File: src/rtl/leg_solver.sv
`timescale 1ns/1ps
// leg_solver
//   Iterative right-triangle leg solver: leg_out = floor(sqrt(c^2 - a^2)).
//   The datapath has no multiplier. Squaring is done by shift-add, one
//   partial product per cycle. The root is a restoring digit-by-digit square
//   root that produces one result bit per cycle.
//
//   Build option:
//     LEG_SOLVER_ROUND_EN  when defined, the result is rounded to nearest
//                          instead of floored. Latency does not change.
//
//   Ports:
//     clk      in   rising-edge clock
//     rst_n    in   asynchronous active-low reset
//     start    in   request, sampled only while idle
//     c_in     in   [7:0] hypotenuse
//     a_in     in   [7:0] known leg
//     busy     out  high whenever the FSM is not idle
//     done     out  one-cycle pulse; leg_out/invalid are valid while it is high
//     leg_out  out  [7:0] result, held until the next done
//     invalid  out  a_in > c_in on the last operation, held with leg_out
//
//   Latency from the accept edge to done: 25 cycles, or 17 cycles when the
//   operands are invalid.
module leg_solver (
   input  logic       clk,
   input  logic       rst_n,
   input  logic       start,
   input  logic [7:0] c_in,
   input  logic [7:0] a_in,
   output logic       busy,
   output logic       done,
   output logic [7:0] leg_out,
   output logic       invalid
);

   typedef enum logic [2:0] {
      ST_IDLE,
      ST_SQ_C,
      ST_SQ_A,
      ST_SUB,
      ST_ROOT,
      ST_DONE
   } state_t;

   state_t      state;
   logic [7:0]  c_q;       // latched operands
   logic [7:0]  a_q;
   logic [15:0] acc;       // shift-add squaring accumulator
   logic [15:0] c_sq;
   logic [15:0] a_sq;
   logic [15:0] d_q;       // radicand; shifted left 2 bits per root step
   logic [17:0] rem_q;     // sqrt partial remainder
   logic [7:0]  root_q;    // sqrt partial root
   logic [2:0]  cnt;       // step counter, shared by squaring and root

   // ------------------------------------------------------------------
   // Squaring step: add (op << cnt) when bit cnt of op is set.
   // ------------------------------------------------------------------
   logic [7:0]  sq_op;
   logic [15:0] sq_term;
   logic [15:0] acc_nxt;

   always_comb begin
      sq_op   = (state == ST_SQ_A) ? a_q : c_q;
      sq_term = {8'h00, sq_op} << cnt;
      acc_nxt = sq_op[cnt] ? (acc + sq_term) : acc;
   end

   // ------------------------------------------------------------------
   // Restoring sqrt step. Bring down the next two radicand bits, then try
   // to subtract the trial value 4*root + 1.
   // ------------------------------------------------------------------
   logic [17:0] rem_sh;
   logic [17:0] trial;
   logic        take;
   logic [17:0] rem_nxt;
   logic [7:0]  root_nxt;
   logic [7:0]  leg_fin;

   always_comb begin
      rem_sh   = (rem_q << 2) | {16'h0000, d_q[15:14]};
      trial    = {8'h00, root_q, 2'b01};
      take     = (rem_sh >= trial);
      rem_nxt  = take ? (rem_sh - trial) : rem_sh;
      root_nxt = {root_q[6:0], take};
`ifdef LEG_SOLVER_ROUND_EN
      // D - r^2 > r means D > (r + 1/2)^2, so round up. D <= 255^2 keeps
      // root_nxt below 255 whenever this fires, so the increment cannot wrap.
      leg_fin  = (rem_nxt > {10'h000, root_nxt}) ? (root_nxt + 8'd1) : root_nxt;
`else
      leg_fin  = root_nxt;
`endif
   end

   // ------------------------------------------------------------------
   // Control FSM. Every output is a register.
   // ------------------------------------------------------------------
   always_ff @(posedge clk or negedge rst_n) begin
      if (!rst_n) begin
         state   <= ST_IDLE;
         c_q     <= '0;
         a_q     <= '0;
         acc     <= '0;
         c_sq    <= '0;
         a_sq    <= '0;
         d_q     <= '0;
         rem_q   <= '0;
         root_q  <= '0;
         cnt     <= '0;
         busy    <= 1'b0;
         done    <= 1'b0;
         leg_out <= '0;
         invalid <= 1'b0;
      end else begin
         case (state)
            ST_IDLE: begin
               done <= 1'b0;
               if (start) begin
                  c_q   <= c_in;
                  a_q   <= a_in;
                  acc   <= '0;
                  cnt   <= '0;
                  busy  <= 1'b1;
                  state <= ST_SQ_C;
               end
            end

            ST_SQ_C: begin
               acc <= acc_nxt;
               cnt <= cnt + 3'd1;
               if (cnt == 3'd7) begin
                  c_sq  <= acc_nxt;
                  acc   <= '0;
                  state <= ST_SQ_A;
               end
            end

            ST_SQ_A: begin
               acc <= acc_nxt;
               cnt <= cnt + 3'd1;
               if (cnt == 3'd7) begin
                  a_sq  <= acc_nxt;
                  acc   <= '0;
                  state <= ST_SUB;
               end
            end

            ST_SUB: begin
               if (a_sq > c_sq) begin
                  // No real leg exists. Skip the root and report at once.
                  leg_out <= '0;
                  invalid <= 1'b1;
                  done    <= 1'b1;
                  state   <= ST_DONE;
               end else begin
                  d_q    <= c_sq - a_sq;
                  rem_q  <= '0;
                  root_q <= '0;
                  cnt    <= '0;
                  state  <= ST_ROOT;
               end
            end

            ST_ROOT: begin
               rem_q  <= rem_nxt;
               root_q <= root_nxt;
               d_q    <= {d_q[13:0], 2'b00};
               cnt    <= cnt + 3'd1;
               if (cnt == 3'd7) begin
                  leg_out <= leg_fin;
                  invalid <= 1'b0;
                  done    <= 1'b1;
                  state   <= ST_DONE;
               end
            end

            ST_DONE: begin
               done  <= 1'b0;
               busy  <= 1'b0;
               state <= ST_IDLE;
            end

            default: begin
               done  <= 1'b0;
               busy  <= 1'b0;
               state <= ST_IDLE;
            end
         endcase
      end
   end

endmodule

File: config.mk
export PLATFORM = sky130hd
export DESIGN_NAME = leg_solver
export DESIGN_NICKNAME = d
export VERILOG_FILES = /design/src/rtl/leg_solver.sv
export SDC_FILE = /design/constraint.sdc
export NUM_CORES = 1
export LEC_CHECK = 0
export CORE_ASPECT_RATIO = 1.25
export CORE_MARGIN = 5
export CORE_UTILIZATION = 55
export DETAILED_ROUTE_END_ITERATION = 10
export GPL_TIMING_DRIVEN = 0
export PLACE_DENSITY = 0.75
export REMOVE_ABC_BUFFERS = 1
export SETUP_SLACK_MARGIN = 0.15
export SLEW_MARGIN = 15
export SYNTH_ARGS = -nofsm -noshare
export SYNTH_HDL_FRONTEND = slang
export SYNTH_SLANG_ARGS = --single-unit
File: constraint.sdc
create_clock -name clk -period 4.4 [get_ports clk]
set_clock_uncertainty 0.1 [all_clocks]
set_input_delay 0.44 -clock clk [delete_from_list [all_inputs] [get_ports clk]]
set_output_delay 0.44 -clock clk [all_outputs]
set_load 0.02 [all_outputs]
## Word-level counts from Yosys, hierarchy flattened

Index checks and enable logic that the tools add are counted.
W data, S select, Z words.

| storage, ports and cells | value |
|---|---|
| logic and storage cells | 86 |
| output and inout bits | 11 |
| bits of input ports | 19 |
| register bits | 121 |

| cells by class | value |
|---|---|
| eq/ne operators | 11 |
| $lt $le $gt $ge | 3 |
| multiplexer cells | 33 |
| $add $sub $neg | 4 |
| reduce and logical (&&, ||, !) cells | 17 |
| shift operators | 1 |
| bitwise gates (word level) | 3 |

Operator list:

| operator | count |
|---|---|
| $mux W16 | 6 |
| $pmux W16 S2 | 3 |
| $mux W8 | 4 |
| $pmux W8 S2 | 2 |
| $ge A18 B10 Y1 | 1 |
| $mux W3 | 6 |
| $or A18 B2 Y18 | 1 |
| $add A16 B16 Y16 | 1 |
| $gt A16 B16 Y1 | 1 |
| $shl A8 B3 Y16 | 1 |
| $sub A16 B10 Y16 | 1 |
| $sub A16 B16 Y16 | 1 |
| $pmux W3 S5 | 1 |
| $reduce_and A2 Y1 | 6 |
| $ne A2 B2 Y1 const B | 5 |
| $pmux W3 S3 | 1 |
| $reduce_and A3 Y1 | 3 |
| $eq A3 B2 Y1 const B | 2 |
| $eq A3 B3 Y1 const B | 2 |
| $mux W1 | 6 |
| $lt A3 B4 Y1 const B | 1 |
| $pmux W1 S2 | 2 |
| $reduce_and A4 Y1 | 1 |
| $reduce_bool A2 Y1 | 2 |
| other kinds (11) | 12 |

## Logic depth before layout (Yosys ltp)

Gate-level depths: netlist (run 1).

| logic depth | value |
|---|---|
| word-level depth | 7 |
| gate-level depth with buffers | 17 |
| gate-level depth less buffers | 14 |

## Least setup slack after synthesis (run 1)

Ideal clock, no wire load.

| timing | value |
|---|---|
| path kind | register -> register |
| from | register state[2] |
| to | register acc[15] |
| arrival time | 3688 ps |
| stages on the path, launching flop included | 17 |
| required time | 4230 ps |
| slack | 543 ps |
| clock period less this slack | 3857 ps |
| path buffers | 3 |
| cells stage by stage | dfrtp_1 -> buf_2 -> or3b_2 -> buf_6 -> mux2_2 -> nand2_1 -> o21ai_0 -> a21oi_1 -> mux2i_1 -> ha_1 -> clkbuf_1 -> nand4_1 -> a211oi_1 -> a21oi_1 -> or4_4 -> or3_1 -> nand3_1 |

| on the way | value |
|---|---|
| longest elaborated chain between the ends | 7 |

RTL lines:

| what | RTL line | source |
|---|---|---|
| from (decl) | 46 | `state_t state;` |
| from (signal assigned) | 101 | `state <= ST_IDLE;` |
| from (signal assigned) | 125 | `state <= ST_SQ_C;` |
| from (signal assigned) | 135 | `state <= ST_SQ_A;` |
| $eq A3 B2 Y1 | 65, 116 |  |
| $mux W8 | 65 | `sq_op = (state == ST_SQ_A) ? a_q : c_q;` |
| $shl A8 B3 Y16 or $bmux W1 S3 (tied branches) | 66, 67 |  |
| $add A16 B16 Y16 or $mux W1 (tied branches) | 67 | `acc_nxt = sq_op[cnt] ? (acc + sq_term) : acc;` |
| $mux W16 | 67 |  |
| $mux W16 | 132, 142 |  |
| $pmux W16 S2 | 116 | `case (state)` |
| to (signal assigned) | 130 | `acc <= acc_nxt;` |
| to (signal assigned) | 140 | `acc <= acc_nxt;` |
| to (decl) | 49 | `logic [15:0] acc;` |

Parallel ways exist; a longest one is shown, timed or not. The select of a mux whose other input is x is not followed.
A chain may end at the register's enable or synchronous reset.

## Final worst setup path (run 1)

| timing | value |
|---|---|
| from | register state[2] |
| to | register c_sq[12] |

| on the way | value |
|---|---|
| longest elaborated chain between the ends | 5 |

RTL lines:

| what | RTL line | source |
|---|---|---|
| $eq A3 B2 Y1 | 65 |  |
| $mux W8 | 65 |  |
| $shl A8 B3 Y16 or $bmux W1 S3 (tied branches) | 66, 67 |  |
| $add A16 B16 Y16 or $mux W1 (tied branches) | 67 |  |
| $mux W16 | 67 |  |
| to (signal assigned) | 133 | `c_sq <= acc_nxt;` |
| to (decl) | 50 | `logic [15:0] c_sq;` |

Parallel ways exist; a longest one is shown, timed or not. The select of a mux whose other input is x is not followed.

==> results.cfg, run 1 <==
[clock_network]
root_buffer = clkbuf_16
clk_pin_slew_worst_paths_ns = 0.06
cts_inserted_buffers = 17
clkSinkCount = 121
htreeDepth = 4
cts_tree = yes
insertion_delay_ns = 0.42
ctsLongestPathBuffers = 2

[floorplan]
die_area_um2 = 16100
row_count = 47
design.core.area_um2 = 13300
die_y_um = 140
io_pins = 30
start_util_pct = 56.3
die_w_um = 114

[synthesis]
synth-edff-count = 0
synth.top_cells.by_count = dfrtp_1, o21ai_0, nand2_1
yosysSeqAreaShare_pct = 40.5
netlist_area_um2 = 7480
postSynthCellCount = 794
synthDistinctLibCells = 61
synth_area_per_cell_um2 = 9.42
synth_top_area_cell = dfrtp_1
synthTopCellsByArea = dfrtp_1, ha_1, o21ai_0
yosysMostFrequentCell = dfrtp_1
ys_ff_latch = 121
synth_top_area_share_pct = 40.5
yosys_warnings = 0
async_flop_share_pct = 100
ys.flop_type = dfrtp_1

[placed_design]
port_buffers = 29
pre_cts_slack_ns = -0.495
routabilityCongestion = 0.896
placed_cells = 959
postPlaceCellArea_um2 = 7880
dpl.hpwl_mm = 12.1

[sta]
setup_ws_ns = 0.262
slew_headroom_pct = 28.0
finalCritPeriodShare_pct = 94.0
hold_viol = 0
setup_viol = 0
slew_viol_final = 0
fin_crit_ns = 4.14
rsz0062_at_grt = false
hold_slack_ns = 0.373
worst_pin_slew_ns = 1.08
fmax_mhz = 242

[run]
maxCapViolCount = 0

[global_routing]
grt_pass1_vias = 6223
antenna_found_initial = 0
grt_max_degree = 73
grt_usage_pct = 22.3
grt-ovfl-total = 0
grt_pass1_wl_mm = 29.1

[routing]
drc = 0
drt_wl_total_mm = 17.3
firstDrtPassIters = 5
vias_per_cell = 6.08
ant_nets = 0
drtIter0Drc = 477
wl_per_cell_um = 17.3
vias = 6083

[power]
pwr-share-clk_pct = 17.7
ir_worst_vdd_uv = 545
switching_share_pct = 44.5
p_per_area_nw_per_um2 = 904
p_comb_share_pct = 58.6
p_switching_mw = 3.50
leakage_nw = 3.92
intPower_mw = 4.35
fin_total_pwr_mw = 7.85
pwr-share-seq_pct = 23.6

[setup_path]
slowest_delay_ns = 0.64
crit_chain = or3b_4, mux2i_2, or2_2, nor2_1, a21oi_1, nor2_1, ha_1, a211oi_1, o21ai_1, a31oi_4, or4b_2, a31o_2, a31oi_1
cp_top_family = simple AND/OR/NAND/NOR gates
path_common_cell = nor2_1
critPathMaxFanout = 10
crit_buf_inv = 0
critical_path_class = flop to flop
crit_required_ns = 4.64
crit_path_start_kind = flop
cp_slowest_cell = or4b_2
endpoint_kind = flop
arrival_ns = 4.37

[cells_and_area]
instances_no_fill = 1001
syn_to_final_growth_pct = 16.1
final_cell_area_um2 = 8680
n_antenna_cell = 0
fin_nets = 882
layout-drive-gt1-share_pct = 11.4

[status]
status = finished, final reports clean

[worst_hold_path]
hold_class = flop to flop
[power groups by stage]
stage	clock network, mW	registers (mW)	logic, mW
floorplan	0	1.79	3.39
global placement	0	1.83	4.18
detailed placement	0	1.85	4.34
finish	1.39	1.86	4.60
global route	1.46	1.91	5.09
CTS	1.40	1.85	4.40
[layout by cell type, fill, tap and decap left out, types with 18 or more instances in the layout]
| master | instances |
|---|---|
| xnor2_1 | 18 |
| inv_1 | 34 |
| nor2_1 | 56 |
| a22o_1 | 26 |
| mux2i_1 | 28 |
| xor2_1 | 20 |
| nand2_1 | 68 |
| clkdlybuf4s50_1 | 28 |
| o21ai_0 | 72 |
| ha_1 | 41 |
| a21oi_1 | 47 |
| dfrtp_1 | 118 |
[area by class of cell]
cell class                 instances  area, um^2
clock inverter                    13         141
tap                              171         214
clock buffer                      19         453
fill                            1062        4610
sequential                       121        3040
multi-input combinational        603        4310
timing repair buffer              40         404
inverter                          34         128
[metrics by stage]
step | util, % | setup TNS (ns)
floorplan | - | 0
global placement | 59.0 | -208.88
detailed placement | 59.3 | -2.66
CTS | 64.1 | 0
global route | 65.3 | 0
finish | 65.3 | 0
[logic make-up (layout without fill, tap and decap cells)]
kind of cell    after synthesis  in the layout  share of synthesized area, %
xor+xnor                     39             39                          4.57
simple gates                217            218                          13.9
mux                          55             55                          8.04
flops                       121            121                          40.5
buf+inv                      71            106                          3.71
fa+ha+maj                    46             46                          7.89
compound gates              245            245                          21.4
[state kept, by name, summed over array words and instances (netlist names), 3 cells and up]
name,count
a_sq,16
acc,16
c_sq,16
d_q,16
rem_q,16
a_q,8
c_q,8
leg_out,8
root_q,8
cnt,3
state,3
[worst paths after layout]
path                       slack [ns]                   end            startpoint  cells after the start
setup / recovery                 0.26  c_sq[12]$_DFFE_PN0P_  state[2]$_DFFE_PN0P_                     13
max in group asynchronous        3.06    a_q[0]$_DFFE_PN0P_                 rst_n                      3
hold reg to reg                  0.37  a_sq[13]$_DFFE_PN0P_  a_sq[13]$_DFFE_PN0P_                      2
hold / removal                   0.37  a_sq[13]$_DFFE_PN0P_  a_sq[13]$_DFFE_PN0P_                      2
setup reg to reg                 0.26  c_sq[12]$_DFFE_PN0P_  state[2]$_DFFE_PN0P_                     13
min in group asynchronous        0.44  rem_q[8]$_DFFE_PN0P_                 rst_n                      2
[metal layers]
metal | vias up | global-route usage [%] | routed length [um]
met5 | - | 0 | 0
met3 | 30 | 4.49 | 585
li1 | 2945 | - | -
met4 | 0 | 9.63 | 495
met2 | 141 | 39.5 | 9100
met1 | 2967 | 25.7 | 7110
[worst reg2reg max path, stage by stage (launching register included)]
cell,delay [ns]
dfrtp_4,0.54
or3b_4,0.49
mux2i_2,0.19
or2_2,0.34
nor2_1,0.11
a21oi_1,0.08
nor2_1,0.26
ha_1,0.30
a211oi_1,0.10
o21ai_1,0.29
a31oi_4,0.18
or4b_2,0.64
a31o_2,0.29
a31oi_1,0.16
[timing repair]
| item | CTS | global route |
|---|---|---|
| pin swaps | 1 | 5 |
| hold buffers | 1 | 0 |
| resized for setup | 9 | 23 |
| cloned | 1 | 0 |
| hold endpoints to repair | 49 | 0 |
| buffers inserted | 0 | 8 |
| endpoints found under the setup margin | 22 | 19 |
Power figures use the tool's default switching activity.
==> run 2, diff against run 1 <==
--- a/config.mk
+++ b/config.mk
@@ -6,7 +6,6 @@
 export NUM_CORES = 1
 export LEC_CHECK = 0
 export CORE_ASPECT_RATIO = 1.25
-export CORE_MARGIN = 5
 export CORE_UTILIZATION = 55
 export DETAILED_ROUTE_END_ITERATION = 10
 export GPL_TIMING_DRIVEN = 0
==> run 2 against run 1 <==
  * Sequential share of layout area barely moved
  * Final cell count barely moved
  * Routed wire length rose by 0.84%
  * Worst setup slack got worse by 0.054 ns
  * Utilization rose by 0.24 points
  * Total power rose by 0.93%
  * Die area fell by 12%
  * Global-route usage rose by 3.5 points
  * Clock power barely moved
  * Critical path type unchanged
  * Critical endpoint unchanged
==> results.cfg, run 2 (synthesized netlist as in run 1, its figures left out) <==
[status]
status = finished, final reports clean

[global_routing]
grt_max_degree = 68
grt_pass1_wl_mm = 28.9
grt_pass1_vias = 6134
antenna_found_initial = 0
grt_usage_pct = 25.8
grt-ovfl-total = 0

[power]
ir_worst_vdd_uv = 485
p_per_area_nw_per_um2 = 913
leakage_nw = 3.93

[sta]
slew_headroom_pct = 27.3
setup_ws_ns = 0.208
rsz0062_at_grt = true
fin_setup_tns_ns = 0
fin_crit_ns = 4.19
finalCritPeriodShare_pct = 95.3
hold_viol = 0
setup_viol = 0
fmax_mhz = 239
worst_pin_slew_ns = 1.09
slew_viol_final = 0

[placed_design]
port_buffers = 29
pre_cts_slack_ns = -0.479
dpl.hpwl_mm = 12.4
routabilityCongestion = 0.911

[run]
maxCapViolCount = 0

[routing]
vias_per_cell = 6.10
ant_nets = 0
firstDrtPassIters = 5
drtIter0Drc = 424
wl_per_cell_um = 17.4
vias = 6116
drt_wl_total_mm = 17.4
drc = 0

[cells_and_area]
syn_to_final_growth_pct = 16.0
layout.cells.most_common = dfrtp_1
n_antenna_cell = 0
layout-drive-gt1-share_pct = 11.4
fin_nets = 883
layout_common_cells = dfrtp_1, o21ai_0, nand2_1
nFillCells = 1009

[clock_network]
insertion_delay_ns = 0.42
clkSinkCount = 121
htreeDepth = 4
clk_pin_slew_worst_paths_ns = 0.06
ctsLongestPathBuffers = 2
cts_tree = yes
root_buffer = clkbuf_16
cts_inserted_buffers = 17

[setup_path]
cp_slowest_cell = or4b_2
crit_path_start_kind = flop
cp_top_family = simple AND/OR/NAND/NOR gates
arrival_ns = 4.43
crit_required_ns = 4.64
slowest_delay_ns = 0.64
critPathMaxFanout = 11
endpoint_kind = flop
critical_path_class = flop to flop
crit_chain = or3b_4, mux2_2, nand2_1, o21ai_1, mux2i_1, buf_4, mux2i_1, ha_1, nor2_1, nor2_1, a31oi_2, or4b_2, a31o_2, a31oi_1
crit_buf_inv = 1

[floorplan]
row_count = 47
design.core.area_um2 = 13200
io_pins = 30
die_y_um = 132
start_util_pct = 56.5
die_w_um = 106
die_area_um2 = 14100

[worst_hold_path]
hold_class = flop to flop
==> run 2: layer usage <==
metal | vias up | share of wire [%] | routed length, um | track usage, %
li1 | 2954 | - | - | -
met1 | 2970 | 41 | 7100 | 29.1
met2 | 143 | 52 | 9120 | 45.6
met3 | 49 | 3.2 | 555 | 5.04
met4 | 0 | 3.8 | 657 | 13.6
met5 | - | 0 | 0 | 0
==> run 2: worst paths after layout <==
path                                 startpoint                    to  slack, ns  cells past startpoint
max in group asynchronous                 rst_n  state[1]$_DFFE_PN0P_       3.03                      3
hold reg to reg            a_sq[13]$_DFFE_PN0P_  a_sq[13]$_DFFE_PN0P_       0.38                      2
min in group asynchronous                 rst_n   a_sq[1]$_DFFE_PN0P_       0.46                      2
hold / removal             a_sq[13]$_DFFE_PN0P_  a_sq[13]$_DFFE_PN0P_       0.38                      2
setup reg to reg           state[2]$_DFFE_PN0P_  c_sq[12]$_DFFE_PN0P_       0.21                     14
setup / recovery           state[2]$_DFFE_PN0P_  c_sq[12]$_DFFE_PN0P_       0.21                     14
==> run 2: power by group <==
group / switching [mW] / internal (mW) / total, mW
sequential: 0.360 / 1.51 / 1.87
clock: 0.507 / 0.905 / 1.41
combinational: 2.63 / 2.02 / 4.64
==> run 2: layout make-up <==
cell class	count	area, um^2	area share, %
Multi-Input combinational cell	603	4290	49.4
Sequential cell	121	3040	35.0
Tap cell	171	214	2.47
Clock inverter	11	146	1.69
Clock buffer	21	450	5.19
Timing Repair Buffer	41	414	4.77
Inverter	34	128	1.47
==> run 2: stage by stage <==
stage / cell area (um^2) / hold WS [ns] / utilization [%] / total power, mW / cells
global placement: 7840 / 0.362 / 59.2 / 6.00 / 957
detailed placement: 7880 / 0.331 / 59.5 / 6.21 / 959
CTS: 8530 / 0.383 / 64.5 / 7.69 / 993
global route: 8680 / 0.410 / 65.6 / 8.52 / 1002
floorplan: 7330 / 0.0444 / - / 5.18 / 757
finish: 8680 / 0.377 / 65.6 / 7.92 / 1002
==> run 2: timing repair <==
action	CTS	global route
endpoints found under the hold margin	54	0
buffers inserted	0	9
endpoints found under the setup margin	24	21
resized for setup	13	20
hold buffers	1	0
pin swaps	2	3
cloned	1	0
==> run 2: worst register-to-register path: stages (launching register included) <==
cell	delay (ns)
dfrtp_4	0.55
or3b_4	0.52
mux2_2	0.32
nand2_1	0.07
o21ai_1	0.11
mux2i_1	0.19
buf_4	0.16
mux2i_1	0.11
ha_1	0.39
nor2_1	0.11
nor2_1	0.20
a31oi_2	0.20
or4b_2	0.64
a31o_2	0.28
a31oi_1	0.16
